### src/rtl/mem_port_arbiter_if.sv
`default_nettype none
// ============================================================================
// Module : mem_port_arbiter_if
// Brief  : Requester/BRAM bundle for the data-memory port arbiter.
// Rev    : 1.0  initial release
// ============================================================================
interface mem_port_arbiter_if #(
    parameter int ADDR_W = 12,
    parameter int DATA_W = 32
);
    logic              i_cpu_req;
    logic [3:0]        i_cpu_we;
    logic [ADDR_W-1:0] i_cpu_adr;
    logic [DATA_W-1:0] i_cpu_wdata;
    logic              o_cpu_gnt;
    logic              o_cpu_rvalid;
    logic [DATA_W-1:0] o_cpu_rdata;

    logic              i_dma_req;
    logic [3:0]        i_dma_we;
    logic [ADDR_W-1:0] i_dma_adr;
    logic [DATA_W-1:0] i_dma_wdata;
    logic              o_dma_gnt;
    logic              o_dma_rvalid;
    logic [DATA_W-1:0] o_dma_rdata;

    logic              o_mem_en;
    logic [3:0]        o_mem_we;
    logic [ADDR_W-1:0] o_mem_adr;
    logic [DATA_W-1:0] o_mem_din;
    logic [DATA_W-1:0] i_mem_dout;

    // Requesters and the BRAM sit on the master side.
    modport master (
        output i_cpu_req, i_cpu_we, i_cpu_adr, i_cpu_wdata,
        input  o_cpu_gnt, o_cpu_rvalid, o_cpu_rdata,
        output i_dma_req, i_dma_we, i_dma_adr, i_dma_wdata,
        input  o_dma_gnt, o_dma_rvalid, o_dma_rdata,
        input  o_mem_en, o_mem_we, o_mem_adr, o_mem_din,
        output i_mem_dout
    );

    modport slave (
        input  i_cpu_req, i_cpu_we, i_cpu_adr, i_cpu_wdata,
        output o_cpu_gnt, o_cpu_rvalid, o_cpu_rdata,
        input  i_dma_req, i_dma_we, i_dma_adr, i_dma_wdata,
        output o_dma_gnt, o_dma_rvalid, o_dma_rdata,
        output o_mem_en, o_mem_we, o_mem_adr, o_mem_din,
        input  i_mem_dout
    );
endinterface
`default_nettype wire

### src/rtl/mem_port_arbiter.sv
`default_nettype none
// ============================================================================
// Module : mem_port_arbiter
// Brief  : CPU/DMA arbiter for the single dmem BRAM port with DMA anti-starvation.
// Rev    : 1.0  initial release
// ============================================================================
module mem_port_arbiter #(
    parameter int ADDR_W       = 12,
    parameter int DATA_W       = 32,
    parameter int STARVE_LIMIT = 4
) (
    input  wire logic         clk,
    input  wire logic         rst_n,
    mem_port_arbiter_if.slave bus
);

    typedef enum logic [0:0] {
        CPU_PRIO = 1'b0,
        DMA_PRIO = 1'b1
    } state_t;

    typedef enum logic [1:0] {
        TAG_NONE = 2'd0,
        TAG_CPU  = 2'd1,
        TAG_DMA  = 2'd2
    } rtag_t;

    localparam logic [3:0] C_LIMIT = 4'(STARVE_LIMIT);

    state_t            r_state;
    rtag_t             r_rtag;
    logic [3:0]        r_wait_cnt;

    logic              w_cpu_gnt;
    logic              w_dma_gnt;
    logic [3:0]        w_wait_nxt;
    logic [3:0]        w_mem_we;
    logic [ADDR_W-1:0] w_mem_adr;
    logic [DATA_W-1:0] w_mem_din;

    always_comb begin
        // Grants are gated by rst_n so nothing reaches the BRAM while in reset.
        w_cpu_gnt = rst_n & bus.i_cpu_req & (~bus.i_dma_req | (r_state == CPU_PRIO));
        w_dma_gnt = rst_n & bus.i_dma_req & ~w_cpu_gnt;

        w_wait_nxt = 4'd0;
        if (bus.i_dma_req && !w_dma_gnt) begin
            w_wait_nxt = (r_wait_cnt >= C_LIMIT) ? C_LIMIT : r_wait_cnt + 4'd1;
        end

        w_mem_we  = 4'd0;
        w_mem_adr = '0;
        w_mem_din = '0;
        if (w_cpu_gnt) begin
            w_mem_we  = bus.i_cpu_we;
            w_mem_adr = bus.i_cpu_adr;
            w_mem_din = bus.i_cpu_wdata;
        end else if (w_dma_gnt) begin
            w_mem_we  = bus.i_dma_we;
            w_mem_adr = bus.i_dma_adr;
            w_mem_din = bus.i_dma_wdata;
        end
    end

    always_ff @(posedge clk or negedge rst_n) begin
        if (!rst_n) begin
            r_state    <= CPU_PRIO;
            r_wait_cnt <= 4'd0;
            r_rtag     <= TAG_NONE;
        end else begin
            r_wait_cnt <= w_wait_nxt;

            case (r_state)
                CPU_PRIO: if (w_wait_nxt == C_LIMIT) r_state <= DMA_PRIO;
                DMA_PRIO: if (w_dma_gnt || !bus.i_dma_req) r_state <= CPU_PRIO;
                default:  r_state <= CPU_PRIO;
            endcase

            if (w_cpu_gnt && bus.i_cpu_we == 4'd0) begin
                r_rtag <= TAG_CPU;
            end else if (w_dma_gnt && bus.i_dma_we == 4'd0) begin
                r_rtag <= TAG_DMA;
            end else begin
                r_rtag <= TAG_NONE;
            end
        end
    end

    assign bus.o_cpu_gnt    = w_cpu_gnt;
    assign bus.o_dma_gnt    = w_dma_gnt;
    assign bus.o_cpu_rvalid = (r_rtag == TAG_CPU);
    assign bus.o_dma_rvalid = (r_rtag == TAG_DMA);
    assign bus.o_cpu_rdata  = bus.i_mem_dout;
    assign bus.o_dma_rdata  = bus.i_mem_dout;
    assign bus.o_mem_en     = w_cpu_gnt | w_dma_gnt;
    assign bus.o_mem_we     = w_mem_we;
    assign bus.o_mem_adr    = w_mem_adr;
    assign bus.o_mem_din    = w_mem_din;

endmodule
`default_nettype wire

### src/flat_wrapper.sv
// flat-port wrapper written by rule: the top's interface ports become plain ports
module mem_port_arbiter_flat 
#(
    parameter int ADDR_W       = 12,
    parameter int DATA_W       = 32,
    parameter int STARVE_LIMIT = 4
)
  (clk, rst_n, bus_i_cpu_req, bus_i_cpu_we, bus_i_cpu_adr, bus_i_cpu_wdata, bus_o_cpu_gnt, bus_o_cpu_rvalid, bus_o_cpu_rdata, bus_i_dma_req, bus_i_dma_we, bus_i_dma_adr, bus_i_dma_wdata, bus_o_dma_gnt, bus_o_dma_rvalid, bus_o_dma_rdata, bus_o_mem_en, bus_o_mem_we, bus_o_mem_adr, bus_o_mem_din, bus_i_mem_dout);
  mem_port_arbiter_if #(.ADDR_W(ADDR_W), .DATA_W(DATA_W)) bus_i ();
  input  wire logic clk;
  input  wire logic rst_n;
  input wire logic [$bits(bus_i.i_cpu_req)-1:0] bus_i_cpu_req;
  input wire logic [$bits(bus_i.i_cpu_we)-1:0] bus_i_cpu_we;
  input wire logic [$bits(bus_i.i_cpu_adr)-1:0] bus_i_cpu_adr;
  input wire logic [$bits(bus_i.i_cpu_wdata)-1:0] bus_i_cpu_wdata;
  output wire logic [$bits(bus_i.o_cpu_gnt)-1:0] bus_o_cpu_gnt;
  output wire logic [$bits(bus_i.o_cpu_rvalid)-1:0] bus_o_cpu_rvalid;
  output wire logic [$bits(bus_i.o_cpu_rdata)-1:0] bus_o_cpu_rdata;
  input wire logic [$bits(bus_i.i_dma_req)-1:0] bus_i_dma_req;
  input wire logic [$bits(bus_i.i_dma_we)-1:0] bus_i_dma_we;
  input wire logic [$bits(bus_i.i_dma_adr)-1:0] bus_i_dma_adr;
  input wire logic [$bits(bus_i.i_dma_wdata)-1:0] bus_i_dma_wdata;
  output wire logic [$bits(bus_i.o_dma_gnt)-1:0] bus_o_dma_gnt;
  output wire logic [$bits(bus_i.o_dma_rvalid)-1:0] bus_o_dma_rvalid;
  output wire logic [$bits(bus_i.o_dma_rdata)-1:0] bus_o_dma_rdata;
  output wire logic [$bits(bus_i.o_mem_en)-1:0] bus_o_mem_en;
  output wire logic [$bits(bus_i.o_mem_we)-1:0] bus_o_mem_we;
  output wire logic [$bits(bus_i.o_mem_adr)-1:0] bus_o_mem_adr;
  output wire logic [$bits(bus_i.o_mem_din)-1:0] bus_o_mem_din;
  input wire logic [$bits(bus_i.i_mem_dout)-1:0] bus_i_mem_dout;
  assign bus_i.i_cpu_req = bus_i_cpu_req;
  assign bus_i.i_cpu_we = bus_i_cpu_we;
  assign bus_i.i_cpu_adr = bus_i_cpu_adr;
  assign bus_i.i_cpu_wdata = bus_i_cpu_wdata;
  assign bus_o_cpu_gnt = bus_i.o_cpu_gnt;
  assign bus_o_cpu_rvalid = bus_i.o_cpu_rvalid;
  assign bus_o_cpu_rdata = bus_i.o_cpu_rdata;
  assign bus_i.i_dma_req = bus_i_dma_req;
  assign bus_i.i_dma_we = bus_i_dma_we;
  assign bus_i.i_dma_adr = bus_i_dma_adr;
  assign bus_i.i_dma_wdata = bus_i_dma_wdata;
  assign bus_o_dma_gnt = bus_i.o_dma_gnt;
  assign bus_o_dma_rvalid = bus_i.o_dma_rvalid;
  assign bus_o_dma_rdata = bus_i.o_dma_rdata;
  assign bus_o_mem_en = bus_i.o_mem_en;
  assign bus_o_mem_we = bus_i.o_mem_we;
  assign bus_o_mem_adr = bus_i.o_mem_adr;
  assign bus_o_mem_din = bus_i.o_mem_din;
  assign bus_i.i_mem_dout = bus_i_mem_dout;
  mem_port_arbiter #(.ADDR_W(ADDR_W), .DATA_W(DATA_W), .STARVE_LIMIT(STARVE_LIMIT)) u_core (.clk(clk), .rst_n(rst_n), .bus(bus_i));
endmodule
### config.mk
export PLATFORM = sky130hd
export DESIGN_NAME = mem_port_arbiter_flat
export DESIGN_NICKNAME = d
export VERILOG_FILES = /design/src/rtl/mem_port_arbiter_if.sv /design/src/rtl/mem_port_arbiter.sv /design/src/flat_wrapper.sv
export SDC_FILE = /design/constraint.sdc
export NUM_CORES = 1
export LEC_CHECK = 0
export ABC_CLOCK_PERIOD_IN_PS = 1300
export CAP_MARGIN = 10
export CORE_AREA = 2 2 97 99
export CTS_BUF_LIST = sky130_fd_sc_hd__clkbuf_4
export CTS_CLUSTER_SIZE = 14
export DETAILED_ROUTE_END_ITERATION = 6
export DIE_AREA = 0 0 99 101
export HOLD_SLACK_MARGIN = 0.05
export PLACE_DENSITY = 0.61
export SKIP_LAST_GASP = 1
export SYNTH_ARGS = -nofsm -noshare
export SYNTH_HDL_FRONTEND = slang
export SYNTH_SLANG_ARGS = --single-unit
### constraint.sdc
create_clock -name clk -period 1.3 [get_ports clk]
set_clock_uncertainty 0.05 [all_clocks]
set_input_delay 0.13 -clock clk [delete_from_list [all_inputs] [get_ports clk]]
set_output_delay 0.13 -clock clk [all_outputs]
set_load 0.005 [all_outputs]
==> results of run 1 <==
worst max-delay path, stage by stage, from the launching register on:
cell     delay [ps]
dfrtp_2         450
nor2b_4         160
nor2_4           70
buf_6           130
buf_8           130
buf_16          130
a22o_1          180
buf_2           120
cell families after synthesis:
kind of cell / after synthesis / synth area share, %
AND/OR/NAND/NOR: 19 / 8.48
flip-flops: 7 / 13.5
buffers and inverters: 75 / 42.8
AO/OA/AOI/OAI: 50 / 33.1
adder cells (fa/ha/maj): 1 / 0.963
multiplexers: 1 / 0.867
other: 1 / 0.289
power by group through the flow:
stage,clock [W],combinational [W],sequential (W)
floorplan,0,0.000354,0.000237
detailed placement,0,0.000775,0.000240
finish,0.000214,0.000865,0.000242
global placement,0,0.000772,0.000240
global route,0.000246,0.000925,0.000243
CTS,0.000227,0.000882,0.000238
repair_timing:
action / CTS / global route
cloned: 7 / 1
endpoints found under the hold margin: 7 / 0
endpoints found under the setup margin: 55 / 54
setup buffers: 22 / 8
pin swaps: 5 / 21
gates resized for setup: 178 / 58
hold buffers: 2 / 0
metal layers:
metal / GRT usage [%] / share of wire [%] / up-vias
met5: 0 / 0 / -
met4: 4.21 / 2.5 / 0
met3: 2.70 / 9.8 / 26
met2: 21.0 / 53 / 111
met1: 12.4 / 35 / 742
li1: - / - / 755
cells in the final DEF, fill, tap and decap left out, types with 2 or more instances in the layout:
cell and instances:
buf_2 38, clkbuf_4 4, buf_4 12, a22o_1 47, clkbuf_2 8, dfrtp_1 6, nor3_1 3, dlymetal6s2s_1 2
buf_6 16, clkdlybuf4s50_1 96, buf_16 5, clkdlybuf4s15_2 3, dlygate4sd3_1 2, dlygate4sd2_1 3, buf_8 3, nor2_1 3
buf_12 6, nor2b_1 2
state kept, by name, summed over array words and instances (netlist names):
| name | count |
|---|---|
| u_core.r_state | 1 |
| u_core.r_wait_cnt | 4 |
| u_core.r_rtag | 2 |
worst max path at each step:
stage / slack [ps] / to / startpoint
6_report: -490 / bus_o_mem_adr[0] / u_core.r_state
3_3_place_gp: -760 / bus_o_mem_adr[6] / rst_n
3_5_place_dp: -760 / bus_o_mem_adr[6] / rst_n
2_1_floorplan: 50 / bus_o_mem_we[2] / u_core.r_state
4_1_cts: -680 / bus_o_mem_adr[10] / u_core.r_state
5_1_grt: -560 / bus_o_mem_din[25] / u_core.r_state
per-stage QoR:
step           instance area [um2]  utilization [%]  TNS (ps)
2_1_floorplan                 1300                -         0
3_3_place_gp                  2540             28.3    -36780
3_5_place_dp                  2540             28.3    -37690
4_1_cts                       2880             32.1    -27040
5_1_grt                       2860             31.8    -24370
6_report                      2860             31.8    -20710
area by class of cell:
class / count / area share [%]
multi-input cells: 72 / 21.5
well taps: 111 / 4.86
flip-flops and latches: 7 / 6.18
inverters: 1 / 0.131
clock buffers: 4 / 1.05
repair buffers: 195 / 66.3
==> metrics.md, run 1 <==
| Metric | Value |
|---|---|
| Combinational share of power | `~66%` |
| Global-route wire length before repair | `about 8800 um` |
| Crit. End Element | `output port` |
| P_leak | `roughly 1.3 nW` |
| WL final | `between 6000 and 7000 um` |
| Total track usage | `11.3%` |
| R2R Path Start | `u_core.r_state` |
| WHS | `between 200 and 250 ps` |
| Place WS | `-764 ps` |
| Total power | `~0.0013 W` |
| Total CTS buffers | `3` |
| Full die area | `10000 um2` |
| Core ar. | `roughly 9000 um2` |
| I/O Pins | `249` |
| Tmin final | `about 1800 ps` |
| Reg2reg path depth | `6` |
| Cell Int Power | `around 0.00097 W` |
| RSZ-0062 raised after global routing | `true` |
| WP data arrival | `around 1600 ps` |
| Number of synthesized flops with an enable pin | `0` |
| Synth async-reset ratio | `100%` |
| Largest cells by area after synthesis | `buf_4 38%, a22o_1 32%, dfrtp_1 13%` |
| Power Density | `462 nW/um2` |
| Outcome | `finished with violations` |
| First drt pass iteration count | `2` |
| Clock Tree Buf Depth | `2` |
| Final worst slack | `-493 ps` |
| Post-Syn Nets | `between 200 and 300` |
| R2r setup slk | `-50 ps` |
| Yosys top cell area share | `37.6%` |
| Hold Path Origin | `bus_i_mem_dout[17]` |
| Non-Filler Instances | `a little under 400` |
| Most common cell in the netlist | `buf_4` |
| Sequential area share after synthesis | `13.5%` |
| Worst min path class | `in2out` |
| Clock latency on the worst-skew pair | `roughly 250 ps` |
| Main synth FF type | `dfrtp_1` |
| Multi-input logic area | `613 um2` |
| Total of max-cap violations | `0` |
| # rows | `35` |
| Wire per inst | `about 16 um` |
| Vias | `between 1500 and 2000` |
| Die H | `101 um` |
| Layout area overhead | `120%` |
| Number of global-route vias before repair | `around 1700` |
| Yosys top cell by area | `buf_4` |
| Sequential cell area | `between 150 and 200 um2` |
| Synth warn | `0` |
| Crit Path Class | `reg2out` |
| Post-layout net count | `about 410` |
| Library cells used by synthesis | `24` |
| Num Clock Sinks | `7` |
| RD Place Congestion | `between 0.6 and 0.7` |
| Fraction of layout cells with a size suffix above 1 | `approximately 37%` |
| Critical path data required time | `roughly 1100 ps` |
| Sequential power share | `about 18%` |
| Failing checks | `negative setup slack` |
| Initial antenna violation count | `0` |
| DIE WIDTH | `99 um` |
| Placed wire-length estimate | `approximately 4300 um` |
| Largest net degree at the start of global routing | `13` |
| Sw Ratio | `between 20% and 30%` |
| Clock power share | `16.2%` |
| Hold Path Cell Cnt | `0` |
| H-tree depth | `1` |
| FF+latch count, synth | `7` |
| Mapped Area | `1300 um2` |
| Final Hold Vio Count | `0` |
| Clock transition at path regs | `approximately 50 ps` |
| Achievable Freq | `approximately 560 MHz` |
| Syn Area/Cell | `between 8 and 9 um2` |
| Post-DRT Antenna Nets | `0` |
| Drc violations | `0` |
| R2r endpoint | `u_core.r_wait_cnt[2]` |
| GR Overflow Total | `0` |
| Reported net switching power | `0.000355 W` |
| Cells after Synth | `154` |
| VDD IR max | `between 0.4 and 0.5 mV` |
| Final worst-path cycle share | `138%` |
| Dpl cells | `approximately 350` |
| Most frequent cells after synthesis | `65 x buf_4, 47 x a22o_1, 7 x dfrtp_1` |
| Hold Path End | `bus_o_cpu_rdata[17]` |
| Final Slew Violations | `0` |
| DRT iter0 DRCs | `17` |
| Crit path max fanout | `6` |
| Initial Utilization | `between 10% and 20%` |
| Fillers | `955` |
| TritonCTS clock tree | `built` |
| Clock Root Buffer | `clkbuf_4` |
| DR vias/cell | `4.19` |
| Crit path launch type | `flip-flop` |
| Antenna diodes | `0` |
| Number of buffers added on ports | `around 150` |
| Setup violations, final | `53` |
No activity file was read; power rests on OpenSTA's default activity.
==> inputs of run 2 (changes only) <==
--- a/config.mk
+++ b/config.mk
@@ -5,15 +5,15 @@
 export SDC_FILE = /design/constraint.sdc
 export NUM_CORES = 1
 export LEC_CHECK = 0
-export ABC_CLOCK_PERIOD_IN_PS = 1300
+export ABC_CLOCK_PERIOD_IN_PS = 2140
 export CAP_MARGIN = 10
-export CORE_AREA = 2 2 97 99
+export CORE_AREA = 2 2 95 97
 export CTS_BUF_LIST = sky130_fd_sc_hd__clkbuf_4
 export CTS_CLUSTER_SIZE = 14
 export DETAILED_ROUTE_END_ITERATION = 6
-export DIE_AREA = 0 0 99 101
+export DIE_AREA = 0 0 97 99
 export HOLD_SLACK_MARGIN = 0.05
-export PLACE_DENSITY = 0.61
+export PLACE_DENSITY = 0.63
 export SKIP_LAST_GASP = 1
 export SYNTH_ARGS = -nofsm -noshare
 export SYNTH_HDL_FRONTEND = slang
==> constraint.sdc (replaced) <==
create_clock -name clk -period 2.14 [get_ports clk]
set_clock_uncertainty 0.05 [all_clocks]
set_input_delay 0.214 -clock clk [delete_from_list [all_inputs] [get_ports clk]]
set_output_delay 0.214 -clock clk [all_outputs]
set_load 0.005 [all_outputs]
==> run 2 against run 1 <==
Net effect: the flow now finishes without violations; global-route usage fell by 0.67 points; core utilization fell by 0.84 points; critical path depth fell by 2; highest routed layer unchanged; total power fell by 43%; setup slack improved by 520 ps; sequential share of layout area rose by 0.48 points; sequential cell count did not move; die area fell by 4.0%; register-to-register slack improved by 760 ps; critical path type unchanged; final cell count fell by 8.5%; wire length fell by 12%.
==> metrics.md, run 2 (synthesized netlist as in run 1, its figures left out) <==
| Metric | Value |
|---|---|
| # rows | `34 (-2.9%)` |
| Clock Tree Buf Depth | `2 (unchanged)` |
| Critical path data required time | `1880 ps (+760 ps)` |
| Layout area overhead | `104%` |
| Worst min path class | `in2out` |
| Core ar. | `8550 um2 (-4.8%)` |
| VDD IR max | `0.353 mV (-14%)` |
| Setup violations, final | `0 (-100%)` |
| WP data arrival | `1850 ps (+240 ps)` |
| Clock transition at path regs | `50 ps (about the same)` |
| Achievable Freq | `474 MHz` |
| H-tree depth | `1 (unchanged)` |
| Number of global-route vias before repair | `1595 (-5.2%)` |
| Power Density | `285 nW/um2 (-38%)` |
| Total power | `0.000756 W (-43%)` |
| Total of max-cap violations | `0 (unchanged)` |
| RD Place Congestion | `0.668 (+5.2%)` |
| I/O Pins | `249 (unchanged)` |
| First drt pass iteration count | `4 (+2)` |
| DIE WIDTH | `97 um (-2.0%)` |
| Initial Utilization | `15.2% (+0.72 points)` |
| Most common cell after layout, fill and taps aside | `clkdlybuf4s50_1` |
| Final Hold Vio Count | `0 (unchanged)` |
| Most flop-heavy register | `u_core.r_wait_cnt` |
| Wire per inst | `15.5 um (-4.3%)` |
| Final Slew Violations | `0 (unchanged)` |
| RSZ-0062 raised after global routing | `true` |
| Full die area | `9600 um2 (-4.0%)` |
| Crit Path Class | `reg2out` |
| DRT iter0 DRCs | `23 (+6)` |
| P_leak | `1.14 nW (-15%)` |
| Global-route wire length before repair | `8300 um (-5.9%)` |
| WHS | `378 ps (+168 ps)` |
| Initial antenna violation count | `0 (unchanged)` |
| Crit. End Element | `output port` |
| Tmin final | `approximately 2100 ps` |
| Clock latency on the worst-skew pair | `250 ps (about the same)` |
| Fraction of layout cells with a size suffix above 1 | `8.03% (-29 points)` |
| Placed wire-length estimate | `4570 um (+6.6%)` |
| Top Registers | `u_core.r_wait_cnt (4), u_core.r_rtag (2), u_core.r_state (1)` |
| TritonCTS clock tree | `built` |
| Total CTS buffers | `3 (unchanged)` |
| DR vias/cell | `4.10 (-2.1%)` |
| Outcome | `finished clean` |
| WL final | `5550 um (-12%)` |
| Post-DRT Antenna Nets | `0 (unchanged)` |
| Total track usage | `10.6% (-0.67 points)` |
| Die H | `99 um (-2.0%)` |
| Number of buffers added on ports | `152 (unchanged)` |
| Num Clock Sinks | `7 (unchanged)` |
| Drc violations | `0 (unchanged)` |
| Crit path max fanout | `16 (+10)` |
| Antenna diodes | `0 (unchanged)` |
| Vias | `1465 (-10%)` |
| GR Overflow Total | `0 (unchanged)` |
| Clock Root Buffer | `clkbuf_4` |
| Largest register FFs | `4 (unchanged)` |
| Crit path launch type | `flip-flop` |
| Most frequent cells in the layout | `138 x clkdlybuf4s50_1, 47 x a22o_1, 7 x dlygate4sd2_1, 7 x dlymetal6s2s_1, 6 x dfrtp_1` |
| Post-layout net count | `383 (-7.3%)` |
| Largest net degree at the start of global routing | `33 (+20)` |
| Final worst-path cycle share | `98.6%` |
run 2: cell count changes in the layout (fill, tap and decap cells not counted), sizes merged:
| cell | before | now |
|---|---|---|
| buf | 80 | 10 |
| bufbuf | 0 | 1 |
| clkbuf | 13 | 4 |
| clkdlybuf4s15 | 3 | 0 |
| clkdlybuf4s50 | 96 | 138 |
| dlygate4sd2 | 3 | 7 |
| dlymetal6s2s | 2 | 7 |
run 2: final cells by class:
cell class                 count  area [um2]
inverter                       1        3.75
sequential                     7         176
fill                         914        5900
clock buffer                   4        30.0
multi-input combinational     72         583
timing repair buffer         165        1720
tap                          108         135
run 2: what timing repair did:
item,4_1_cts,5_1_grt
cloned,1,0
buffers inserted,1,0
pin swaps,0,0
endpoints found under the hold margin,7,0
setup endpoints to repair,48,29
hold buffers,2,0
gates resized for setup,8,8
run 2: stage by stage:
stage          setup slack, ps  std cells  util (%)  area (um2)  TNS, ps
2_1_floorplan              807        154         -        1300        0
3_3_place_gp              -159        349      29.6        2530    -3190
3_5_place_dp              -197        349      29.6        2530    -4450
4_1_cts                  -35.0        357      30.8        2630    -50.5
5_1_grt                  -54.4        357      31.0        2650     -244
6_report                  29.3        357      31.0        2650        0
run 2: path summary, 6_finish.rpt:
check / end / start / slack, ps / depth (start not counted)
hold / removal: bus_o_cpu_rdata[21] / bus_i_mem_dout[21] / 380 / 0
hold reg to reg: u_core.r_wait_cnt[0] / u_core.r_wait_cnt[0] / 430 / 1
max in group asynchronous: u_core.r_wait_cnt[1] / rst_n / 1250 / 3
setup reg to reg: u_core.r_wait_cnt[1] / u_core.r_state / 710 / 4
min in group asynchronous: u_core.r_rtag[0] / rst_n / 590 / 3
setup / recovery: bus_o_mem_adr[11] / u_core.r_state / 30 / 5
run 2: critical path: stages, from the launching register on:
cell             delay (ps)
dfrtp_2                 440
a21oi_4                 180
buf_12                  130
buf_12                  130
a22o_1                  190
clkdlybuf4s50_1         520
run 2: layer usage:
layer,up-vias,routed length (um),track usage [%]
met4,0,153,3.25
met2,95,2930,20.2
met3,33,584,4.26
met5,-,0,0
li1,688,-,-
met1,649,1880,10.6
run 2: power by group:
group,switching (W),internal (W)
Sequential,0.00000606,0.000138
Combinational,0.000136,0.000344
Clock,0.0000471,0.0000837
